`src/rtl/us_pkg.sv`:
```
// Shared types and defaults for the ultrasonic distance filter.
package us_pkg;

  typedef enum logic [1:0] {
    FILL  = 2'd0,
    CLEAR = 2'd1,
    SET   = 2'd2
  } obst_state_t;

  localparam int FRONT_END_CYCLE  = 600600;
  localparam int NO_ECHO_MM_DEF   = 4000;
  localparam int NEAR_MM_DEF      = 70;
  localparam int FAR_MM_DEF       = 90;

endpackage

```
`src/rtl/us_moving_avg.sv`:
```
// Power-of-two moving average over strobed samples: ring, running sum, fill count.
module us_moving_avg
  import us_pkg::*;
#(
  parameter int AVG_LOG2 = 2
) (
  input  logic        clk_50M,
  input  logic        reset,
  input  logic [15:0] sample,
  input  logic        sample_strobe,
  output logic [15:0] distance_avg,
  output logic        avg_valid
);

  localparam int DEPTH = 1 << AVG_LOG2;
  localparam int SW    = 16 + AVG_LOG2;

  logic [15:0]         ring_reg [DEPTH];
  logic [AVG_LOG2-1:0] wr_ptr_reg;
  logic [AVG_LOG2:0]   fill_reg;
  logic [SW-1:0]       sum_reg;
  logic                upd_reg;
  logic [15:0]         distance_avg_reg;
  logic                avg_valid_reg;

  logic                full;
  logic [15:0]         oldest;
  logic [SW-1:0]       sum_next;

  assign full     = (fill_reg == (AVG_LOG2 + 1)'(DEPTH));
  // Empty slots contribute nothing while the window is still filling.
  assign oldest   = full ? ring_reg[wr_ptr_reg] : 16'd0;
  assign sum_next = sum_reg + SW'(sample) - SW'(oldest);

  always_ff @(posedge clk_50M or posedge reset) begin
    if (reset) begin
      for (int i = 0; i < DEPTH; i++) ring_reg[i] <= 16'd0;
      wr_ptr_reg <= '0;
      fill_reg   <= '0;
      sum_reg    <= '0;
      upd_reg    <= 1'b0;
    end else begin
      upd_reg <= sample_strobe;
      if (sample_strobe) begin
        ring_reg[wr_ptr_reg] <= sample;
        wr_ptr_reg           <= wr_ptr_reg + 1'b1;
        sum_reg              <= sum_next;
        if (!full) fill_reg <= fill_reg + 1'b1;
      end
    end
  end

  always_ff @(posedge clk_50M or posedge reset) begin
    if (reset) begin
      distance_avg_reg <= 16'd0;
      avg_valid_reg    <= 1'b0;
    end else if (upd_reg) begin
      distance_avg_reg <= 16'(sum_reg >> AVG_LOG2);
      avg_valid_reg    <= avg_valid_reg | full;
    end
  end

  assign distance_avg = distance_avg_reg;
  assign avg_valid    = avg_valid_reg;

endmodule

```
`src/rtl/us_distance_filter.sv`:
```
// Periodic sampler, moving-average smoother and hysteretic, debounced obstacle detector.
module us_distance_filter
  import us_pkg::*;
#(
  parameter int SAMPLE_PERIOD = FRONT_END_CYCLE,
  parameter int AVG_LOG2      = 2,
  parameter int NO_ECHO_MM    = NO_ECHO_MM_DEF,
  parameter int NEAR_MM       = NEAR_MM_DEF,
  parameter int FAR_MM        = FAR_MM_DEF,
  parameter int CONFIRM       = 3
) (
  input  logic        clk_50M,
  input  logic        reset,
  input  logic [15:0] distance_in,
  output logic        sample_strobe,
  output logic [15:0] distance_avg,
  output logic        avg_valid,
  output logic        obstacle
);

  localparam int CW   = $clog2(SAMPLE_PERIOD);
  localparam int CNTW = $clog2(CONFIRM + 1);

  logic [CW-1:0]   period_reg;
  logic            strobe_d1_reg;
  logic            strobe_d2_reg;
  logic [15:0]     sample;
  obst_state_t     state_reg, state_next;
  logic [CNTW-1:0] cnt_reg, cnt_next;
  logic [CNTW-1:0] cnt_inc;
  logic            eval, near, far;

  always_ff @(posedge clk_50M or posedge reset) begin
    if (reset) begin
      period_reg    <= '0;
      strobe_d1_reg <= 1'b0;
      strobe_d2_reg <= 1'b0;
    end else begin
      period_reg    <= sample_strobe ? '0 : period_reg + 1'b1;
      strobe_d1_reg <= sample_strobe;
      strobe_d2_reg <= strobe_d1_reg;
    end
  end

  assign sample_strobe = (period_reg == CW'(SAMPLE_PERIOD - 1));
  // A zero reading means the front end timed out without an echo.
  assign sample = (distance_in == 16'd0) ? 16'(NO_ECHO_MM) : distance_in;

  us_moving_avg #(
    .AVG_LOG2(AVG_LOG2)
  ) u_avg (
    .clk_50M      (clk_50M),
    .reset        (reset),
    .sample       (sample),
    .sample_strobe(sample_strobe),
    .distance_avg (distance_avg),
    .avg_valid    (avg_valid)
  );

  // The average for the strobed sample is visible two cycles later.
  assign eval    = strobe_d2_reg && avg_valid;
  assign near    = (distance_avg < 16'(NEAR_MM));
  assign far     = (distance_avg >= 16'(FAR_MM));
  assign cnt_inc = cnt_reg + 1'b1;

  always_ff @(posedge clk_50M or posedge reset) begin
    if (reset) begin
      state_reg <= FILL;
      cnt_reg   <= '0;
    end else begin
      state_reg <= state_next;
      cnt_reg   <= cnt_next;
    end
  end

  always_comb begin
    state_next = state_reg;
    cnt_next   = cnt_reg;
    if (eval) begin
      case (state_reg)
        FILL, CLEAR: begin
          state_next = CLEAR;
          if (!near) begin
            cnt_next = '0;
          end else if (cnt_inc == CNTW'(CONFIRM)) begin
            state_next = SET;
            cnt_next   = '0;
          end else begin
            cnt_next = cnt_inc;
          end
        end
        SET: begin
          if (!far) begin
            cnt_next = '0;
          end else if (cnt_inc == CNTW'(CONFIRM)) begin
            state_next = CLEAR;
            cnt_next   = '0;
          end else begin
            cnt_next = cnt_inc;
          end
        end
        default: begin
          state_next = FILL;
          cnt_next   = '0;
        end
      endcase
    end
  end

  always_comb begin
    obstacle = (state_reg == SET);
  end

endmodule

```
`config.mk`:
```
export PLATFORM = sky130hd
export DESIGN_NAME = us_distance_filter
export DESIGN_NICKNAME = d
export VERILOG_FILES = /design/src/rtl/us_pkg.sv /design/src/rtl/us_moving_avg.sv /design/src/rtl/us_distance_filter.sv
export SDC_FILE = /design/constraint.sdc
export NUM_CORES = 1
export LEC_CHECK = 0
export BUFFER_PORTS_ARGS = -buffer_cell sky130_fd_sc_hd__buf_2
export CORE_MARGIN = 5
export CORE_UTILIZATION = 60
export CTS_CLUSTER_SIZE = 25
export DETAILED_ROUTE_END_ITERATION = 10
export PLACE_DENSITY = 0.75
export SLEW_MARGIN = 15
export SYNTH_ARGS = -nofsm -noshare
export SYNTH_HDL_FRONTEND = slang
export SYNTH_SLANG_ARGS = --single-unit
```
`constraint.sdc`:
```
create_clock -name clk_50M -period 5.3 [get_ports clk_50M]
set_input_delay 1.06 -clock clk_50M [delete_from_list [all_inputs] [get_ports clk_50M]]
set_output_delay 1.06 -clock clk_50M [all_outputs]
set_load 0.02 [all_outputs]
```
-- After elaboration in Yosys (flattened, before gate mapping)
Index checks and enable logic that the tools add are counted.
- equal/unequal tests: 7
- order comparisons: 4
- add/subtract/negate cells: 6
- bitwise operators: 3
- shift-type cells: 0
- mux-type cells: 18
- reductions and logical operators: 7
- multipliers: 0
- divide/modulo/power cells: 0
- operators with widths (cell ; count):
    2-to-1 mux 16 bit ; 5
    bitwise mux 64 bit ; 1
    binary-select mux 16 bit (select 2 bit) ; 1
    demux 16 bit (select 2 bit) ; 1
    adder 20 x 1 -> 20 bit, second input constant ; 1
    equality test 20 bit, second input constant ; 1
    2-to-1 mux 20 bit ; 1
    adder 18 x 16 -> 18 bit ; 1
    subtractor 18 x 16 -> 18 bit ; 1
    greater-or-equal comparator 16 x 7 -> 1 bit, second input constant ; 1
    logical NOT 16 bit ; 1
    < comparator 16 x 7 -> 1 bit, second input constant ; 1
    2-to-1 mux 2 bit ; 7
    case mux 2 bit (2 select lines) ; 2
    adder 2 x 1 -> 2 bit, second input constant ; 2
    equality test 2 bit, second input constant ; 2
    != test 2 x 1 -> 1 bit, second input constant ; 2
    adder 3 x 1 -> 3 bit, second input constant ; 1
    equality test 3 bit, second input constant ; 1
    greater-or-equal comparator 3 bit, second input constant ; 1
    < comparator 3 x 1 -> 1 bit, second input constant ; 1
    NOT 2 -> 3 bit ; 1
    AND reduction 3 bit ; 1
    equality test 2 x 1 -> 1 bit, second input constant ; 1
    6 further kinds ; 7
- memories kept: 0
- word-level logic and storage cells: 59
- bits in latches: 0
- RAM bits: 0
- flip-flop bits (word level): 130
- bits in read-only memories: 0

-- Logic depth before layout (Yosys ltp)
Gate-level depths: netlist (run 1).
- depth after elaboration: 6
- depth in mapped cells: 14
- gate-level depth less buffers: 14

-- By module
Synthesis (run 1) repeated with hierarchy kept, for this count alone.
- cell total of the unflattened synthesis: 719
- area total of the unflattened synthesis: 7159.4 µm²
- by module, submodules not included (module ; cells an instance ; instances ; area each (µm²)):
    us_moving_avg ; 572 ; 1 ; 5749.3
    us_distance_filter ; 147 ; 1 ; 1410.1

-- Worst setup path after synthesis (run 1)
Ideal clock, no wire load.
- kind: input-to-reg
- from: input port distance_in[3]
- to: register u_avg.sum_reg[16]
- setup slack: 1.285 ns
- buffers on the path: 1
- data arrival time: 3.946 ns
- setup time: 0.069 ns
- stages on the path: 12
- path through: nor4_1 -> and4_1 -> clkbuf_1 -> nor2_1 -> fa_1 -> inv_1 -> ha_1 -> and4_1 -> and2_1 -> o41a_1 -> or4_1 -> nand3_1
- word-level cells in the longest chain between the ends: 4
- ends and longest elaborated chain (element ; line ; text):
    start, declared ; us_distance_filter.sv:14 ; input logic [15:0] distance_in,
    logical NOT 16 bit ; us_distance_filter.sv:47 ; assign sample = (distance_in == 16'd0) ? 16'(NO_ECHO_MM) : distance_in;
    2-to-1 mux 16 bit * ; us_distance_filter.sv:47 ;
    adder 18 x 16 -> 18 bit * ; us_moving_avg.sv:33 ; assign sum_next = sum_reg + SW'(sample) - SW'(oldest);
    subtractor 18 x 16 -> 18 bit * ; us_moving_avg.sv:33 ;
    end signal, assigned ; us_moving_avg.sv:47 ; sum_reg <= sum_next;
    end, declared ; us_moving_avg.sv:21 ; logic [SW-1:0] sum_reg;
Mark *: on every way between the ends. The rest lies on a longest branch, timed or not.
A chain may end at the register's enable or synchronous reset.

-- Final worst setup path (run 1)
- from: input port distance_in[0]
- to: register u_avg.sum_reg[15]
The elaborated chain is that of the path after synthesis.

==> results of run 1 <==
==> metal layers <==
| metal | global-route usage, % | vias up | routed length (um) |
|---|---|---|---|
| li1 | - | 2436 | - |
| met5 | 0 | - | 0 |
| met1 | 32.0 | 2616 | 6880 |
| met2 | 37.8 | 143 | 7510 |
| met3 | 5.40 | 14 | 833 |
| met4 | 6.38 | 0 | 185 |
==> layout make-up <==
cell class              instances  area, sq um  share of cell area [%]
clock buffers                  25          495                    6.29
clock inverters                 5         52.6                   0.668
inverters                      72          273                    3.47
multi-input cells             451         3410                    43.3
flip-flops and latches        130         3250                    41.3
well taps                     143          179                    2.27
repair buffers                 40          210                    2.67
==> Yosys cell counts, types with 2 or more instances <==
library cell / number
and4_1: 3
and2_1: 3
mux4_2: 16
a31o_2: 2
nor4b_1: 2
o31ai_1: 5
or3_1: 3
clkbuf_1: 21
xor2_1: 8
or4_1: 3
inv_1: 71
nand2b_1: 2
nor3_1: 12
o21ai_0: 67
a21o_1: 4
ha_1: 25
xnor2_1: 16
nor4_1: 7
buf_2: 6
fa_1: 16
o21a_1: 5
nand4_1: 5
a21oi_2: 2
mux2_2: 23
nand3_1: 15
buf_4: 2
a221oi_1: 2
o211ai_1: 4
mux2_1: 8
dfrtp_1: 130
and3_1: 19
nor2_1: 33
nand2_1: 81
a22o_1: 2
nor2b_1: 3
a21oi_1: 22
a211oi_1: 6
o311ai_0: 2
==> cell usage in the layout, fill, tap and decap left out, drive strengths merged, types with 6 or more instances in the layout <==
cell    instances
xnor2          16
a211oi          6
nor3           12
o21ai          67
nand3          15
a21oi          24
ha             25
xor2            8
and3           19
fa             16
inv            72
dfrtp         130
clkbuf         25
nor4            7
nand2          81
mux2           31
buf            40
mux4           16
nor2           33
==> cells by family (layout without fill, tap and decap cells) <==
| logic type | after synthesis | count (layout) |
|---|---|---|
| fa+ha+maj | 41 | 41 |
| simple gates | 200 | 200 |
| compound gates | 139 | 139 |
| mux | 47 | 47 |
| buf+inv | 103 | 142 |
| flops | 130 | 130 |
| xor+xnor | 24 | 24 |
==> stage by stage <==
stage	util (%)	instance area [sq um]	setup WS (ns)	total power, mW	hold WS, ns
after global routing	68.6	7870	0.902	2.29	0.495
after floorplan	-	7070	0.771	1.10	0.352
after detailed placement	63.9	7320	0.737	1.14	0.463
after global placement	63.9	7320	0.763	1.14	0.457
after CTS	68.6	7870	1.14	2.23	0.470
final	68.6	7870	1.05	2.21	0.474
==> worst max-delay path: cells and delay by family <==
| family | cells | cell delay, ns |
|---|---|---|
| simple gates | 5 | 1.12 |
| mux | 1 | 0.32 |
| compound gates | 3 | 0.97 |
| fa+ha+maj | 2 | 0.89 |
| buf+inv | 2 | 0.17 |
==> where the power goes <==
| part | internal (mW) | total [mW] | switching (mW) |
|---|---|---|---|
| combinational | 0.0421 | 0.128 | 0.0858 |
| clock | 0.686 | 1.08 | 0.398 |
| sequential | 0.996 | 1.00 | 0.00319 |
| total | 1.72 | 2.21 | 0.487 |
==> path summary, 6_finish.rpt <==
kind                                startpoint                 end  slack [ns]  depth (start not counted)
max in group asynchronous                reset  u_avg.ring_reg[31]        3.42                          3
min                          u_avg.sum_reg[17]   u_avg.sum_reg[17]        0.47                          1
max                             distance_in[0]   u_avg.sum_reg[15]        1.05                         13
max reg2reg                u_avg.wr_ptr_reg[1]   u_avg.sum_reg[15]        1.10                         11
min in group asynchronous                reset     u_avg.avg_valid        0.84                          2
min reg2reg                  u_avg.sum_reg[17]   u_avg.sum_reg[17]        0.47                          1
==> flow_metrics.py, run 1 <==
metrics = {
    "yosys": {
        "synthArstFlopShare_pct": 100,
        "synthFlopType": "dfrtp_1",
        "synthAdderAreaFrac_pct": 8.95,
        "yosysTopAreaCell": "dfrtp_1",
        "synth_mux_area_share_pct": 10.0,
        "synthXorXnorAreaFrac_pct": 2.97,
        "ys_ff_latch": 130,
        "syn-cell-area_sq_um": 7070,
        "synth-seq-area-share_pct": 46.0,
        "synth.distinct_cells": 66,
        "synth_top_family_by_area": "simple AND/OR/NAND/NOR gates",
        "yosysWarnings": 0,
        "synth_area_leaders": "dfrtp_1 (46%), mux4_2 (5.1%), o21ai_0 (4.7%)",
        "synth_compound_area_share_pct": 12.3,
        "synth_top_area_share_pct": 46.0,
        "synth.avg_cell_area_sq_um": 10.3,
        "syn_nets": 743,
        "synth_edf_count": 0,
        "synth_simple_gate_area_share_pct": 13.9,
        "syn_inst": 684,
    },
    "setup_path": {
        "path_class": "in -> reg",
        "cp_cell_sequence": "buf_2, nor4_1, and4_1, nor2_1, fa_1, inv_1, ha_1, nand2_1, nor2_1, a211oi_1, a41o_1, mux2_2, o311ai_0",
        "path_max_fanout": 8,
        "critPathMostFrequentCell": "nor2_1",
        "required_ns": 5.60,
        "critical_path.slowest_cell": "a211oi_1",
        "endpoint_kind": "register",
        "worstPathArrival_ns": 4.55,
        "cp-start-kind": "input pin",
        "max_stage_delay_ns": 0.61,
    },
    "global_routing": {
        "grt_pass1_vias": 5436,
        "grt_use_total_pct": 23.4,
        "grt_pass1_wl_mm": 26.5,
        "antenna_found_initial": 0,
        "grt_overflow": 0,
        "grt_max_degree": 73,
    },
    "cts": {
        "cts.sinks": 130,
        "cts-buffers-inserted": 17,
        "postCtsHoldBufs": 0,
        "cts_tree": "built",
        "worstSkewPairLatency_ns": 0.41,
        "root_buffer": "clkbuf_16",
        "htree_levels": 4,
        "clock_path_buffers": 2,
        "path_clk_slew_ns": 0.06,
        "post_cts_resized": 0,
        "cts_setup_buffers": 0,
    },
    "placement": {
        "gp_congestion": 0.891,
        "dp.cells": 836,
        "hpwl_mm": 10.9,
        "portBuffers": 36,
    },
    "route": {
        "wirelength_mm": 15.4,
        "drc": 0,
        "via_count": 5209,
        "drt_iter0_markers": 388,
        "dr.pass1.iters": 5,
        "wl_per_cell_um": 17.8,
        "ant_nets": 0,
        "vias_per_cell": 6.02,
    },
    "final_layout": {
        "final_nets": 771,
        "n_fill_cell": 862,
        "drive_gt1_share_pct": 16.5,
        "diodes": 0,
        "largest_register_ffs": 64,
        "syn_to_final_growth_pct": 11.3,
        "post_layout_nonfiller_instances": 866,
    },
    "power": {
        "max-vdd-ir-drop_uv": 367,
        "power_density_nw_per_um2": 281,
        "power.leakage_nw": 3.88,
    },
    "sta": {
        "finalCritPeriodShare_pct": 80.1,
        "finalSetupViolCount": 0,
        "finalHoldViolations": 0,
        "worst_pin_slew_ns": 1.05,
        "drv_slew": 0,
        "period_minus_slack_ns": 4.25,
        "clock_skew_ns": 0.00932,
        "rsz0062_at_grt": "no",
        "maxSlewHeadroom_pct": 30.1,
        "fin_tns_setup_ns": 0,
        "max_freq_mhz": 236,
    },
    "min_path": {
        "hold_class": "reg -> reg",
    },
    "run_status": {
        "run_status": "finished, final reports clean",
    },
    "floorplanning": {
        "coreArea_sq_um": 11500,
        "rows": 39,
        "ios": 37,
        "start_util_pct": 61.7,
        "die_h_um": 119,
        "die_x_um": 119,
        "die_area_sq_um": 14100,
    },
    "job": {
        "max_cap_violations": 0,
    },
}
(Power assumes the default switching activity.)
==> inputs of run 2 (changes only) <==
--- a/config.mk
+++ b/config.mk
@@ -7,10 +7,10 @@
 export LEC_CHECK = 0
 export BUFFER_PORTS_ARGS = -buffer_cell sky130_fd_sc_hd__buf_2
 export CORE_MARGIN = 5
-export CORE_UTILIZATION = 60
+export CORE_UTILIZATION = 56
 export CTS_CLUSTER_SIZE = 25
 export DETAILED_ROUTE_END_ITERATION = 10
-export PLACE_DENSITY = 0.75
+export PLACE_DENSITY = 0.74
 export SLEW_MARGIN = 15
 export SYNTH_ARGS = -nofsm -noshare
 export SYNTH_HDL_FRONTEND = slang
==> constraint.sdc (replaced) <==
create_clock -name clk_50M -period 3.45 [get_ports clk_50M]
set_input_delay 0.69 -clock clk_50M [delete_from_list [all_inputs] [get_ports clk_50M]]
set_output_delay 0.69 -clock clk_50M [all_outputs]
set_load 0.02 [all_outputs]
==> flow_metrics.py, run 2 (synthesized netlist as in run 1, its figures left out) <==
metrics = {
    "setup_path": {
        "path_class": "reg -> reg",
        "worstPathArrival_ns": 3.93,
        "path_max_fanout": 5,
        "cp-start-kind": "register",
        "required_ns": 3.81,
        "endpoint_kind": "register",
    },
    "final_layout": {
        "largest_register_ffs": 64,
        "n_fill_cell": 860,
        "final_nets": 866,
        "syn_to_final_growth_pct": 28.4,
        "drive_gt1_share_pct": 33.2,
        "diodes": 0,
        "layout_common_cells": "dfrtp_1 (129), buf_4 (88), nand2_1 (80), inv_1 (61), o21ai_0 (61)",
        "final_area_sq_um": 9080,
        "final_common_cell": "dfrtp_1",
    },
    "power": {
        "switchingPower_mw": 0.828,
        "power_density_nw_per_um2": 409,
        "finalPower_mw": 3.72,
        "clkPwrFrac_pct": 50.0,
        "switching_share_pct": 22.3,
        "max-vdd-ir-drop_uv": 299,
        "intPower_mw": 2.89,
        "seq_power_share_pct": 41.3,
        "p_comb_share_pct": 8.8,
        "power.leakage_nw": 4.40,
    },
    "placement": {
        "portBuffers": 36,
        "hpwl_mm": 12.0,
        "place_area_sq_um": 8080,
        "place_ws_ns": -0.534,
        "gp_congestion": 0.937,
    },
    "sta": {
        "hold_ws_ns": 0.400,
        "clock_skew_ns": 0.0123,
        "drv_slew": 0,
        "finalHoldViolations": 0,
        "max_freq_mhz": 280,
        "maxSlewHeadroom_pct": 48.6,
        "period_minus_slack_ns": 3.57,
        "rsz0062_at_grt": "yes",
        "worst_pin_slew_ns": 0.769,
        "finalSetupViolCount": 9,
        "finalCritPeriodShare_pct": 104,
        "layout_setup_ws_ns": -0.124,
    },
    "floorplanning": {
        "die_h_um": 122,
        "die_area_sq_um": 15000,
        "coreArea_sq_um": 12500,
        "die_x_um": 122,
        "rows": 41,
        "ios": 37,
        "start_util_pct": 56.5,
    },
    "cts": {
        "path_clk_slew_ns": 0.06,
        "cts_tree": "built",
        "cts.sinks": 130,
        "htree_levels": 4,
        "worstSkewPairLatency_ns": 0.43,
        "postCtsHoldBufs": 0,
        "cts-buffers-inserted": 17,
        "root_buffer": "clkbuf_16",
        "clock_path_buffers": 2,
    },
    "route": {
        "drt_iter0_markers": 379,
        "ant_nets": 0,
        "wl_per_cell_um": 18.0,
        "vias_per_cell": 5.73,
        "drc": 0,
        "via_count": 5685,
        "wirelength_mm": 17.8,
        "dr.pass1.iters": 5,
    },
    "job": {
        "max_cap_violations": 0,
    },
    "global_routing": {
        "grt_max_degree": 69,
        "grt_use_total_pct": 24.9,
        "grt_pass1_vias": 5771,
        "antenna_found_initial": 0,
        "grt_pass1_wl_mm": 28.8,
        "grt_overflow": 0,
    },
    "run_status": {
        "run_status": "complete, but fails checks",
        "violations": "negative setup slack",
    },
    "min_path": {
        "hold_class": "in -> async",
    },
}
-- run 2: cell types whose count changed in the layout (fill, tap and decap cells not counted), moves of 6 or more --
cell | previous run | this run
ha_4 | 0 | 9
inv_2 | 1 | 9
ha_1 | 25 | 15
o21ai_0 | 67 | 61
and3_4 | 0 | 9
buf_6 | 0 | 6
buf_4 | 4 | 88
and3_1 | 19 | 10
inv_1 | 70 | 61
-- run 2: metal layers --
| layer | share of wire (%) | GRT usage, % |
|---|---|---|
| met1 | 42 | 33.9 |
| met2 | 50 | 40.7 |
| met3 | 5.8 | 4.56 |
| met4 | 2.3 | 8.40 |
| met5 | 0 | 0 |
-- run 2: layout make-up --
| cell class | instances | area, sq um | area share, % |
|---|---|---|---|
| multi-input combinational | 451 | 3720 | 40.9 |
| tap | 172 | 215 | 2.37 |
| clock inverter | 9 | 128 | 1.40 |
| clock buffer | 23 | 488 | 5.37 |
| inverter | 72 | 277 | 3.04 |
| timing repair buffer | 135 | 1000 | 11.0 |
| sequential | 130 | 3250 | 35.8 |
-- run 2: worst paths after layout --
kind	start	end	slack (ns)	cells after the start
max in group asynchronous	reset	period_reg[0]	2.24	3
min in group clk_50M	period_reg[0]	period_reg[0]	0.48	1
max	u_avg.wr_ptr_reg[0]	u_avg.sum_reg[16]	-0.12	13
min	reset	u_avg.sum_reg[3]	0.40	2
min reg2reg	period_reg[0]	period_reg[0]	0.48	1
max reg2reg	u_avg.wr_ptr_reg[0]	u_avg.sum_reg[16]	-0.12	13
-- run 2: metrics by stage --
stage | TNS, ns | cells | util [%]
final | -0.775 | 992 | 72.6
after global routing | -1.69 | 992 | 72.6
after CTS | -0.276 | 985 | 71.0
after detailed placement | -3.57 | 946 | 64.5
after global placement | -3.08 | 946 | 64.5
after floorplan | -0.120 | 684 | -
-- run 2: repair_timing --
item | CTS | global route
setup buffers | 7 | 8
resized for setup | 30 | 42
setup endpoints to repair | 8 | 11
pin swaps | 24 | 28
-- run 2: power by group through the flow --
stage / registers (mW) / logic (mW) / clock network [mW]
floorplan: 1.56 / 0.147 / 0
global placement: 1.56 / 0.258 / 0
detailed placement: 1.56 / 0.266 / 0
CTS: 1.53 / 0.280 / 1.87
global route: 1.53 / 0.356 / 1.95
finish: 1.53 / 0.325 / 1.86
-- run 2: critical path: stages (launching register included) --
cell and delay (ns):
dfrtp_2 0.47, buf_6 0.13, buf_6 0.08, mux4_2 0.51, and3_4 0.20, fa_1 0.49
inv_2 0.05, ha_4 0.22, nor2b_4 0.13, o211ai_2 0.19, a21oi_2 0.10, o41a_1 0.38
or4_1 0.48, nand3_1 0.08
